<file path="src/rtl/regfile_writeback_pkg.sv">
`default_nettype none
// ============================================================================
// Module   : regfile_wb_pkg
// Purpose  : Shared widths, the write-back entry type and a destination
//            decoder for the register-file write-side front end.
// Contents : REG_ADDR_W, REG_DATA_W, NUM_REGS, wb_entry_t, dest_onehot()
// Revision : 1.0 - initial release
// ============================================================================
package regfile_wb_pkg;

    localparam int REG_ADDR_W = 5;
    localparam int REG_DATA_W = 32;
    localparam int NUM_REGS   = 32;

    typedef struct packed {
        logic [REG_ADDR_W-1:0] dest;
        logic [REG_DATA_W-1:0] data;
    } wb_entry_t;

    // One-hot decode of a destination register. Register 0 is hard-wired
    // and never reported as pending.
    function automatic logic [NUM_REGS-1:0] dest_onehot(input logic [REG_ADDR_W-1:0] dest);
        logic [NUM_REGS-1:0] oh;
        oh       = '0;
        oh[dest] = 1'b1;
        oh[0]    = 1'b0;
        return oh;
    endfunction

endpackage
`default_nettype wire

</file>
<file path="src/rtl/regfile_writeback_if.sv">
`default_nettype none
// ============================================================================
// Module   : regfile_writeback_if
// Purpose  : Bundle of the ALU result port, the load-return handshake and the
//            register-file write port plus hazard outputs.
// Modports : master - producer side (drives ALU/load, observes write port)
//            slave  - write-back block
// Revision : 1.0 - initial release
// ============================================================================
interface regfile_writeback_if;
    import regfile_wb_pkg::*;

    logic                  alu_valid;
    logic [REG_ADDR_W-1:0] alu_dest_5;
    logic [REG_DATA_W-1:0] alu_data_32;
    logic                  mem_valid;
    logic [REG_ADDR_W-1:0] mem_dest_5;
    logic [REG_DATA_W-1:0] mem_data_32;
    logic                  mem_ready;
    logic                  w_en;
    logic [REG_ADDR_W-1:0] w_address_d_5;
    logic [REG_DATA_W-1:0] w_data_dval_32;
    logic [NUM_REGS-1:0]   pending_mask_32;
    logic                  wb_idle;

    modport master (
        output alu_valid, alu_dest_5, alu_data_32,
        output mem_valid, mem_dest_5, mem_data_32,
        input  mem_ready, w_en, w_address_d_5, w_data_dval_32,
        input  pending_mask_32, wb_idle
    );

    modport slave (
        input  alu_valid, alu_dest_5, alu_data_32,
        input  mem_valid, mem_dest_5, mem_data_32,
        output mem_ready, w_en, w_address_d_5, w_data_dval_32,
        output pending_mask_32, wb_idle
    );

endinterface
`default_nettype wire

</file>
<file path="src/rtl/regfile_writeback_fifo.sv">
`default_nettype none
// ============================================================================
// Module   : wb_fifo
// Purpose  : Load-return buffer. Power-of-two depth, wrapping pointers,
//            occupancy count 0..DEPTH, per-slot valid and destination
//            vectors for pending-write mask generation.
// Ports    : clock, reset_n (async active-low), push/push_entry, pop,
//            head, count, entry_valid, entry_dest
// Revision : 1.0 - initial release
// ============================================================================
module wb_fifo
    import regfile_wb_pkg::*;
#(
    parameter int DEPTH = 4
) (
    input  wire logic                                  clock,
    input  wire logic                                  reset_n,
    input  wire logic                                  push,
    input  wire wb_entry_t                             push_entry,
    input  wire logic                                  pop,
    output wb_entry_t                                  head,
    output logic [$clog2(DEPTH+1)-1:0]                 count,
    output logic [DEPTH-1:0]                           entry_valid,
    output logic [DEPTH-1:0][REG_ADDR_W-1:0]           entry_dest
);

    localparam int PTR_W = $clog2(DEPTH);
    localparam int CNT_W = $clog2(DEPTH+1);

    wb_entry_t        mem_q [DEPTH];
    wb_entry_t        mem_d [DEPTH];
    logic [PTR_W-1:0] wr_ptr_q, wr_ptr_d;
    logic [PTR_W-1:0] rd_ptr_q, rd_ptr_d;
    logic [CNT_W-1:0] count_q, count_d;
    logic             do_push, do_pop;
    logic [PTR_W-1:0] offset;

    always_comb begin
        do_push  = push && (count_q != CNT_W'(DEPTH));
        do_pop   = pop && (count_q != '0);
        mem_d    = mem_q;
        wr_ptr_d = wr_ptr_q;
        rd_ptr_d = rd_ptr_q;
        if (do_push) begin
            mem_d[wr_ptr_q] = push_entry;
            wr_ptr_d        = wr_ptr_q + PTR_W'(1);
        end
        if (do_pop) begin
            rd_ptr_d = rd_ptr_q + PTR_W'(1);
        end
        count_d = count_q + CNT_W'(do_push) - CNT_W'(do_pop);
    end

    // A slot is live when its distance from the read pointer (mod DEPTH)
    // is below the occupancy count.
    always_comb begin
        offset = '0;
        for (int i = 0; i < DEPTH; i++) begin
            offset         = PTR_W'(i) - rd_ptr_q;
            entry_valid[i] = (CNT_W'(offset) < count_q);
            entry_dest[i]  = mem_q[i].dest;
        end
    end

    always_ff @(posedge clock or negedge reset_n) begin
        if (!reset_n) begin
            for (int i = 0; i < DEPTH; i++) begin
                mem_q[i] <= '0;
            end
            wr_ptr_q <= '0;
            rd_ptr_q <= '0;
            count_q  <= '0;
        end else begin
            mem_q    <= mem_d;
            wr_ptr_q <= wr_ptr_d;
            rd_ptr_q <= rd_ptr_d;
            count_q  <= count_d;
        end
    end

    assign head  = mem_q[rd_ptr_q];
    assign count = count_q;

endmodule
`default_nettype wire

</file>
<file path="src/rtl/regfile_writeback.sv">
`default_nettype none
// ============================================================================
// Module   : regfile_writeback
// Purpose  : Merges ALU results (strict priority, never stalled) and
//            load returns (FIFO-buffered, valid/ready) onto the register
//            file's single registered write port; exports a pending-write
//            mask for decode hazard detection.
// Ports    : clock, reset_n (async active-low), wb (regfile_writeback_if.slave)
// Options  : WB_BYPASS_EN - a load accepted while the FIFO is empty and no
//            ALU write is selected goes straight to the output stage.
// Revision : 1.0 - initial release
// ============================================================================
module regfile_writeback
    import regfile_wb_pkg::*;
#(
    parameter int DEPTH = 4
) (
    input  wire logic           clock,
    input  wire logic           reset_n,
    regfile_writeback_if.slave  wb
);

    localparam int CNT_W = $clog2(DEPTH+1);

    wb_entry_t                        fifo_head;
    wb_entry_t                        push_entry;
    logic [CNT_W-1:0]                 fifo_count;
    logic [CNT_W-1:0]                 count_next;
    logic [DEPTH-1:0]                 entry_valid;
    logic [DEPTH-1:0][REG_ADDR_W-1:0] entry_dest;

    logic alu_sel, fifo_empty, load_accept, load_keep, bypass, push, pop;

    logic                  w_en_q, w_en_d;
    logic [REG_ADDR_W-1:0] w_addr_q, w_addr_d;
    logic [REG_DATA_W-1:0] w_data_q, w_data_d;
    logic                  mem_ready_q, mem_ready_d;
    logic [NUM_REGS-1:0]   pending_mask;

    wb_fifo #(.DEPTH(DEPTH)) u_fifo (
        .clock       (clock),
        .reset_n     (reset_n),
        .push        (push),
        .push_entry  (push_entry),
        .pop         (pop),
        .head        (fifo_head),
        .count       (fifo_count),
        .entry_valid (entry_valid),
        .entry_dest  (entry_dest)
    );

    always_comb begin
        alu_sel     = wb.alu_valid && (wb.alu_dest_5 != '0);
        fifo_empty  = (fifo_count == '0);
        load_accept = wb.mem_valid && mem_ready_q;
        // Loads to r0 complete the handshake but are discarded.
        load_keep   = load_accept && (wb.mem_dest_5 != '0);
        pop         = !alu_sel && !fifo_empty;
`ifdef WB_BYPASS_EN
        bypass      = load_keep && fifo_empty && !alu_sel;
`else
        bypass      = 1'b0;
`endif
        push        = load_keep && !bypass;
        push_entry  = '{dest: wb.mem_dest_5, data: wb.mem_data_32};

        w_en_d   = alu_sel || pop || bypass;
        w_addr_d = w_addr_q;
        w_data_d = w_data_q;
        if (alu_sel) begin
            w_addr_d = wb.alu_dest_5;
            w_data_d = wb.alu_data_32;
        end else if (pop) begin
            w_addr_d = fifo_head.dest;
            w_data_d = fifo_head.data;
        end else if (bypass) begin
            w_addr_d = wb.mem_dest_5;
            w_data_d = wb.mem_data_32;
        end

        // Ready is registered from next occupancy, so a full FIFO keeps
        // ready low through the popping cycle and raises it one cycle later.
        count_next  = fifo_count + CNT_W'(push) - CNT_W'(pop);
        mem_ready_d = (count_next < CNT_W'(DEPTH));
    end

    always_comb begin
        pending_mask = '0;
        for (int i = 0; i < DEPTH; i++) begin
            if (entry_valid[i]) begin
                pending_mask = pending_mask | dest_onehot(entry_dest[i]);
            end
        end
        if (w_en_q) begin
            pending_mask = pending_mask | dest_onehot(w_addr_q);
        end
    end

    always_ff @(posedge clock or negedge reset_n) begin
        if (!reset_n) begin
            w_en_q      <= 1'b0;
            w_addr_q    <= '0;
            w_data_q    <= '0;
            mem_ready_q <= 1'b0;
        end else begin
            w_en_q      <= w_en_d;
            w_addr_q    <= w_addr_d;
            w_data_q    <= w_data_d;
            mem_ready_q <= mem_ready_d;
        end
    end

    assign wb.mem_ready       = mem_ready_q;
    assign wb.w_en            = w_en_q;
    assign wb.w_address_d_5   = w_addr_q;
    assign wb.w_data_dval_32  = w_data_q;
    assign wb.pending_mask_32 = pending_mask;
    assign wb.wb_idle         = fifo_empty && !w_en_q;

endmodule
`default_nettype wire
</file>
<file path="src/flat_wrapper.sv">
// flat-port wrapper written by rule: the top's interface ports become plain ports
module regfile_writeback_flat import regfile_wb_pkg::*;
#(
    parameter int DEPTH = 4
)
  (clock, reset_n, wb_alu_valid, wb_alu_dest_5, wb_alu_data_32, wb_mem_valid, wb_mem_dest_5, wb_mem_data_32, wb_mem_ready, wb_w_en, wb_w_address_d_5, wb_w_data_dval_32, wb_pending_mask_32, wb_wb_idle);
  regfile_writeback_if wb_i ();
  input  wire logic clock;
  input  wire logic reset_n;
  input wire logic [$bits(wb_i.alu_valid)-1:0] wb_alu_valid;
  input wire logic [$bits(wb_i.alu_dest_5)-1:0] wb_alu_dest_5;
  input wire logic [$bits(wb_i.alu_data_32)-1:0] wb_alu_data_32;
  input wire logic [$bits(wb_i.mem_valid)-1:0] wb_mem_valid;
  input wire logic [$bits(wb_i.mem_dest_5)-1:0] wb_mem_dest_5;
  input wire logic [$bits(wb_i.mem_data_32)-1:0] wb_mem_data_32;
  output wire logic [$bits(wb_i.mem_ready)-1:0] wb_mem_ready;
  output wire logic [$bits(wb_i.w_en)-1:0] wb_w_en;
  output wire logic [$bits(wb_i.w_address_d_5)-1:0] wb_w_address_d_5;
  output wire logic [$bits(wb_i.w_data_dval_32)-1:0] wb_w_data_dval_32;
  output wire logic [$bits(wb_i.pending_mask_32)-1:0] wb_pending_mask_32;
  output wire logic [$bits(wb_i.wb_idle)-1:0] wb_wb_idle;
  assign wb_i.alu_valid = wb_alu_valid;
  assign wb_i.alu_dest_5 = wb_alu_dest_5;
  assign wb_i.alu_data_32 = wb_alu_data_32;
  assign wb_i.mem_valid = wb_mem_valid;
  assign wb_i.mem_dest_5 = wb_mem_dest_5;
  assign wb_i.mem_data_32 = wb_mem_data_32;
  assign wb_mem_ready = wb_i.mem_ready;
  assign wb_w_en = wb_i.w_en;
  assign wb_w_address_d_5 = wb_i.w_address_d_5;
  assign wb_w_data_dval_32 = wb_i.w_data_dval_32;
  assign wb_pending_mask_32 = wb_i.pending_mask_32;
  assign wb_wb_idle = wb_i.wb_idle;
  regfile_writeback #(.DEPTH(DEPTH)) u_core (.clock(clock), .reset_n(reset_n), .wb(wb_i));
endmodule
</file>
<file path="config.mk">
export PLATFORM = sky130hd
export DESIGN_NAME = regfile_writeback_flat
export DESIGN_NICKNAME = d
export VERILOG_FILES = /design/src/rtl/regfile_writeback_pkg.sv /design/src/rtl/regfile_writeback_if.sv /design/src/rtl/regfile_writeback_fifo.sv /design/src/rtl/regfile_writeback.sv /design/src/flat_wrapper.sv
export SDC_FILE = /design/constraint.sdc
export NUM_CORES = 1
export LEC_CHECK = 0
export CAP_MARGIN = 20
export CORE_ASPECT_RATIO = 0.8
export CORE_MARGIN = 3
export CORE_UTILIZATION = 35
export CTS_BUF_LIST = sky130_fd_sc_hd__clkbuf_8
export DETAILED_ROUTE_END_ITERATION = 8
export PLACE_DENSITY = 0.61
export RECOVER_POWER = 50
export SLEW_MARGIN = 20
export SYNTH_ARGS = -nofsm -noshare
export SYNTH_HDL_FRONTEND = slang
export SYNTH_SLANG_ARGS = --single-unit
</file>
<file path="constraint.sdc">
create_clock -name clock -period 4.1 [get_ports clock]
set_input_delay 0.82 -clock clock [delete_from_list [all_inputs] [get_ports clock]]
set_output_delay 0.82 -clock clock [all_outputs]
set_load 0.03 [all_outputs]
</file>
==> results of run 1 <==
-- cell families (layout without fill, tap and decap cells) --
kind of cell	Yosys count	after routing	share of synthesized area
AND/OR/NAND/NOR	346	346	0.1584
flip-flops	194	194	0.4634
multiplexers	185	185	0.2479
AO/OA/AOI/OAI	100	100	0.06736
buffers and inverters	82	215	0.04049
adder cells (fa/ha/maj)	13	13	0.01624
XOR/XNOR	7	7	0.005852
other	1	3	0.0003580
-- per-layer routing --
layer / vias up / global-route usage / share of wire
met1: 3977 / 0.2916 / 0.48
li1: 3608 / - / -
met3: 42 / 0.05600 / 0.087
met2: 344 / 0.2655 / 0.41
met4: 2 / 0.03932 / 0.014
met5: - / 0 / 0.00043
-- Yosys cell counts, drive strengths merged, types with 8 or more instances --
master,instances
nand2,111
nor2b,23
dfrtp,194
a31oi,48
a21oi,18
nor3,15
mux2,145
a22oi,11
nand3,55
clkbuf,36
buf,30
inv,16
a211oi,8
ha,12
mux4,37
nand4,21
nand2b,13
nor2,79
-- state kept, by name (all words and copies together) (netlist names) --
signal / cells
u_core.wb.mem_ready: 1
u_core.wb.w_en: 1
u_core.u_fifo.entry_dest: 20
u_core.u_fifo.count: 3
u_core.wb.w_address_d_5: 5
u_core.u_fifo.mem_q: 128
u_core.u_fifo.rd_ptr_q: 2
u_core.u_fifo.wr_ptr_q: 2
u_core.wb.w_data_dval_32: 32
-- power by group --
part / internal [W] / switching [W] / total, W
registers: 0.00287 / 0.000907 / 0.00377
clock network: 0.000454 / 0.000739 / 0.00119
logic: 0.00279 / 0.00332 / 0.00611
total: 0.00611 / 0.00497 / 0.0111
-- area by class of cell --
type / instances / area share
clock inverter: 14 / 0.009805
sequential: 194 / 0.3845
inverter: 16 / 0.004754
timing repair buffer: 167 / 0.1317
multi-input combinational: 652 / 0.4126
antenna: 2 / 0.0003962
tap: 370 / 0.03664
clock buffer: 18 / 0.01961
-- final timing paths --
| check | to | startpoint | depth (start not counted) |
|---|---|---|---|
| setup / recovery | wb_pending_mask_32[27] | u_core.u_fifo.rd_ptr_q[1] | 9 |
| hold / removal | u_core.u_fifo.mem_q[102] | u_core.u_fifo.mem_q[102] | 1 |
| setup reg to reg | u_core.u_fifo.count[2] | u_core.u_fifo.count[2] | 7 |
| hold reg to reg | u_core.u_fifo.mem_q[102] | u_core.u_fifo.mem_q[102] | 1 |
| max in group asynchronous | u_core.wb.w_data_dval_32[30] | reset_n | 2 |
| min in group asynchronous | u_core.u_fifo.mem_q[83] | reset_n | 1 |
-- placed cells by master, fill, tap and decap left out, types with 5 or more instances in the layout --
cell type / netlist / final
buf_4: 1 / 39
buf_12: 0 / 10
clkbuf_8: 0 / 18
mux4_2: 37 / 37
inv_1: 16 / 16
ha_1: 12 / 12
nor2b_1: 23 / 23
nor4_1: 4 / 5
clkdlybuf4s50_1: 0 / 83
nor2_1: 79 / 79
nor3_1: 15 / 14
dfrtp_1: 194 / 192
nand2b_1: 13 / 13
mux2_2: 114 / 114
a31oi_1: 48 / 48
nand3_1: 55 / 55
nand2_1: 108 / 108
nand4_1: 21 / 21
dlygate4sd3_1: 0 / 33
and2_1: 6 / 6
a22oi_1: 11 / 11
mux2_4: 27 / 27
clkinv_4: 0 / 6
a21oi_1: 18 / 18
-- what timing repair did --
item,4_1_cts,5_1_grt
endpoints found under the setup margin,0,1
hold buffers,0,0
setup buffers,0,0
resized for setup,0,1
-- stage by stage --
stage | cells | area (um2) | utilization
CTS | 1431 | 12650 | 0.4377
global route | 1432 | 12630 | 0.4370
global placement | 1399 | 12280 | 0.4249
detailed placement | 1399 | 12280 | 0.4249
finish | 1433 | 12630 | 0.4371
floorplan | 928 | 10480 | -
==> impl_metrics.toml, run 1 <==
[global_routing]
antenna_found_initial = 2
grt_pass1_vias = 7964
grt_max_degree = 109
grt_pass1_wl_mm = 47.44
grt_overflow = 0
grt_usage = 0.1902

[final_layout]
fillers = 2774
nets = 1139
drive_above_1_share = 0.2630
multi_input_area_um2 = 5213
seqCellArea_um2 = 4857
area_delta_synth_final_pct = 20.59

[setup_path]
crit_buf_inv = 3
slowest_stage = "dfrtp_2"
crit_family = "flip-flops"
rrSetupSlack_ns = 1.11
crit_chain = "xor2_1 -> inv_1 -> ha_1 -> nor2b_1 -> a211oi_2 -> buf_4 -> a41oi_1 -> nand4_1 -> buf_12"
crit_arrival_ns = 3.08
slowest_delay_ns = 0.64
start_kind = "register"
crit_required_ns = 3.28
crit_path_end_kind = "primary output"
path_class = "reg2out"
path_max_fanout = 16

[logic_synthesis]
synth_area_per_cell_um2 = 11.29
syn_area_um2 = 10480
async_flop_share = 1.000
synth_cell_type_count = 52
syn-instance-count = 928
synth-edff-count = 0
synth_top_area_share = 0.4634
ys.flop_type = "dfrtp_1"
synth.yosys.warnings = 0
ys_seq_area_frac = 0.4634
synth_nets = 1019
yosys.area.top_type = "dfrtp_1"
synth-seq-cells = 194
ys_top_cells_by_area = "dfrtp_1 46%, mux2_2 12%, mux4_2 8.0%"

[clock_tree]
numCtsBuffers = 17
clk_pin_slew_worst_paths_ns = 0.10
cts_root_buffer = "clkbuf_8"
htreeDepth = 4
clk_path_buf_depth = 2
cts.sinks = 194
cts_tree = "done"
clock_latency_ns = 0.48

[power_and_ir_drop]
ir_drop_mv = 0.3412
power_density_nw_per_um2 = 877.0
p_total_w = 0.01108
p_leak_nw = 5.233

[job]
drv_cap = 1

[sta]
fin_tns_setup_ns = 0
post-route-period-util = 0.9517
hold_viol_final = 0
slew_headroom = -0.7978
holdWs_ns = 0.5007
skew_ns = 0.01724
clock.fmax_mhz = 256.3
fin_ws_ns = 0.1982
setup_viol = 0
worstMarginPinSlew_ns = 2.697
slew_violations = 108
rsz0062_at_grt = "false"
fin_crit_ns = 3.902

[worst_hold_path]
hold_class = "reg2reg"

[die]
ios = 150
die-area_um2 = 32060
initial_utilization = 0.3625
core_um2 = 28900
die_h_um = 160.7
die_x_um = 199.4
num_rows = 55

[route]
detail_route.first_pass.iterations = 6
via_count = 7973
drc_errors = 0
wl_per_cell_um = 21.17
ant_nets = 0
via_per_inst = 5.564
drt_iter0_markers = 530
wirelength_mm = 30.33

[place]
place.gp.congestion = 0.9598
hpwlAfterDp_mm = 20.28
pre_cts_slack_ns = 0.7451
port_buffers = 148

[status]
violations = "capacitance limit, slew limit"
status = "finished with violations"
Note: power is estimated with default switching activity, not from simulation.
==> inputs of run 2 (changes only) <==
--- a/config.mk
+++ b/config.mk
@@ -5,6 +5,7 @@
 export SDC_FILE = /design/constraint.sdc
 export NUM_CORES = 1
 export LEC_CHECK = 0
+export ABC_AREA = 0
 export CAP_MARGIN = 20
 export CORE_ASPECT_RATIO = 0.8
 export CORE_MARGIN = 3
@@ -13,6 +14,7 @@
 export DETAILED_ROUTE_END_ITERATION = 8
 export PLACE_DENSITY = 0.61
 export RECOVER_POWER = 50
+export SETUP_SLACK_MARGIN = 0.3
 export SLEW_MARGIN = 20
 export SYNTH_ARGS = -nofsm -noshare
 export SYNTH_HDL_FRONTEND = slang
==> run 2 against run 1 <==
Against the previous run: the flow still finishes with violations (capacitance limit, slew limit); critical path depth shrank 1; non-clock buffer count unchanged; core utilization increased by 0.16 points; global-route usage is the same; sequential power about the same; clock power barely moved; register-to-register slack improved by 0.09 ns; cell count is essentially flat; clock skew down 0.0038 ns.
==> impl_metrics.toml, run 2 (same netlist as run 1, synthesis figures left out) <==
[setup_path]
crit_family = "flip-flops"
crit_arrival_ns = 2.85
crit_path_end_kind = "primary output"
slowest_delay_ns = 0.61
path_max_fanout = 16
crit_chain = "xor2_1 -> inv_1 -> ha_1 -> nor2b_4 -> a2111o_1 -> or3_1 -> nand3_1 -> buf_4"
crit_buf_inv = 2
slowest_stage = "dfrtp_4"
path_class = "reg2out"
crit_required_ns = 3.28
start_kind = "register"

[clock_tree]
clk_pin_slew_worst_paths_ns = 0.10
cts_tree = "done"
numCtsBuffers = 17
post_cts.repair.setup_buffers = 0
cts_root_buffer = "clkbuf_8"
cts.sinks = 194
clock_latency_ns = 0.48
ctsHoldBuffers = 0
clk_path_buf_depth = 2
htreeDepth = 4

[power_and_ir_drop]
power_frac_seq = 0.341
intPower_w = 0.006141
comb_power_share = 0.553
ir_drop_mv = 0.3412
netSwitchingPower_w = 0.004994
p_leak_nw = 5.247
p_sw_frac = 0.4485
p_clk_frac = 0.107
power_density_nw_per_um2 = 878.1

[global_routing]
grt_pass1_vias = 7964
antenna_found_initial = 2
grt_max_degree = 109
grt_overflow = 0
grt_pass1_wl_mm = 47.44
grt_usage = 0.1902

[route]
via_count = 8004
via_per_inst = 5.589
wirelength_mm = 30.42
drc_errors = 0
wl_per_cell_um = 21.24
drt_iter0_markers = 632
ant_nets = 0
detail_route.first_pass.iterations = 5

[die]
die_h_um = 160.7
die_x_um = 199.4
core_um2 = 28900
initial_utilization = 0.3625
die-area_um2 = 32060
num_rows = 55
ios = 150

[place]
port_buffers = 148
hpwlAfterDp_mm = 20.28
place.gp.congestion = 0.9598

[sta]
setup_viol = 0
rsz0062_at_grt = "true"
worstMarginPinSlew_ns = 2.748
hold_viol_final = 0
holdWs_ns = 0.4994
fin_tns_setup_ns = 0
fin_crit_ns = 3.666
post-route-period-util = 0.8942
clock.fmax_mhz = 272.8
skew_ns = 0.01348
slew_violations = 107
slew_headroom = -0.8320

[final_layout]
multi_input_area_um2 = 5245
fillers = 2772
mostFrequentLayoutCell = "dfrtp_1"
nets = 1139
area_delta_synth_final_pct = 21.04
drive_above_1_share = 0.2696
final_cell_mix = "192 x dfrtp_1, 114 x mux2_2, 108 x nand2_1"
seqCellArea_um2 = 4860
top_register = "u_core.u_fifo.mem_q"
largest_reg_flops = 128
post-route-util = 0.4387

[status]
violations = "capacitance limit, slew limit"
status = "finished with violations"

[job]
drv_cap = 1

[worst_hold_path]
hold_class = "reg2reg"
==> run 2: changes by cell type in the layout (fill, tap and decap cells not counted), sizes merged <==
cell,delta
buf,+1
clkbuf,-1
diode,-1
==> run 2: final cells by class <==
class	count	area share
multi-input cells	652	0.4136
flip-flops and latches	194	0.3832
repair buffers	167	0.1324
well taps	370	0.03651
clock buffers	18	0.01954
clock inverters	14	0.009768
inverters	16	0.004736
diodes	1	0.0001973
==> run 2: what timing repair did <==
item                       in CTS  in global routing
setup endpoints to repair      16                 23
gates resized for setup         1                  8
hold endpoints to repair        0                  0
==> run 2: routing by layer <==
metal,up-vias,routed length (um),GRT usage
met5,-,13,0
met4,2,365,0.03932
met3,39,2665,0.05600
met2,334,12610,0.2655
met1,4021,14770,0.2916
li1,3608,-,-
==> run 2: path summary, 6_finish.rpt <==
kind | from | depth (start not counted) | to | slack, ns
max reg2reg | u_core.u_fifo.count[2] | 7 | u_core.u_fifo.count[2] | 1.20
max in group asynchronous | reset_n | 1 | u_core.u_fifo.rd_ptr_q[0] | 1.12
min | u_core.u_fifo.mem_q[102] | 1 | u_core.u_fifo.mem_q[102] | 0.50
max | u_core.u_fifo.rd_ptr_q[1] | 8 | wb_pending_mask_32[19] | 0.43
min in group asynchronous | reset_n | 1 | u_core.u_fifo.mem_q[83] | 1.21
min reg2reg | u_core.u_fifo.mem_q[102] | 1 | u_core.u_fifo.mem_q[102] | 0.50
==> run 2: stage by stage <==
step | area, um2 | power, W | instances | setup slack (ns)
CTS | 12650 | 0.01113 | 1431 | 0.2477
global route | 12680 | 0.01181 | 1432 | 0.2561
floorplan | 10480 | 0.007647 | 928 | 0.7904
detailed placement | 12280 | 0.009908 | 1399 | 0.7451
finish | 12680 | 0.01114 | 1432 | 0.4337
global placement | 12280 | 0.009847 | 1399 | 0.7359
==> run 2: power by group through the flow <==
stage               Clock, W  Sequential (W)  Combinational [W]
floorplan                  0         0.00368            0.00396
global placement           0         0.00376            0.00609
detailed placement         0         0.00377            0.00614
CTS                  0.00124         0.00375            0.00614
global route         0.00132         0.00391            0.00658
finish               0.00119         0.00379            0.00615
==> inputs of run 3 (changes only) <==
--- a/config.mk
+++ b/config.mk
@@ -15,6 +15,7 @@
 export PLACE_DENSITY = 0.61
 export RECOVER_POWER = 50
 export SETUP_SLACK_MARGIN = 0.3
+export SKIP_CTS_REPAIR_TIMING = 1
 export SLEW_MARGIN = 20
 export SYNTH_ARGS = -nofsm -noshare
 export SYNTH_HDL_FRONTEND = slang
==> results of run 3 <==
Final layout, timing and power as in run 2 (identical DEF).
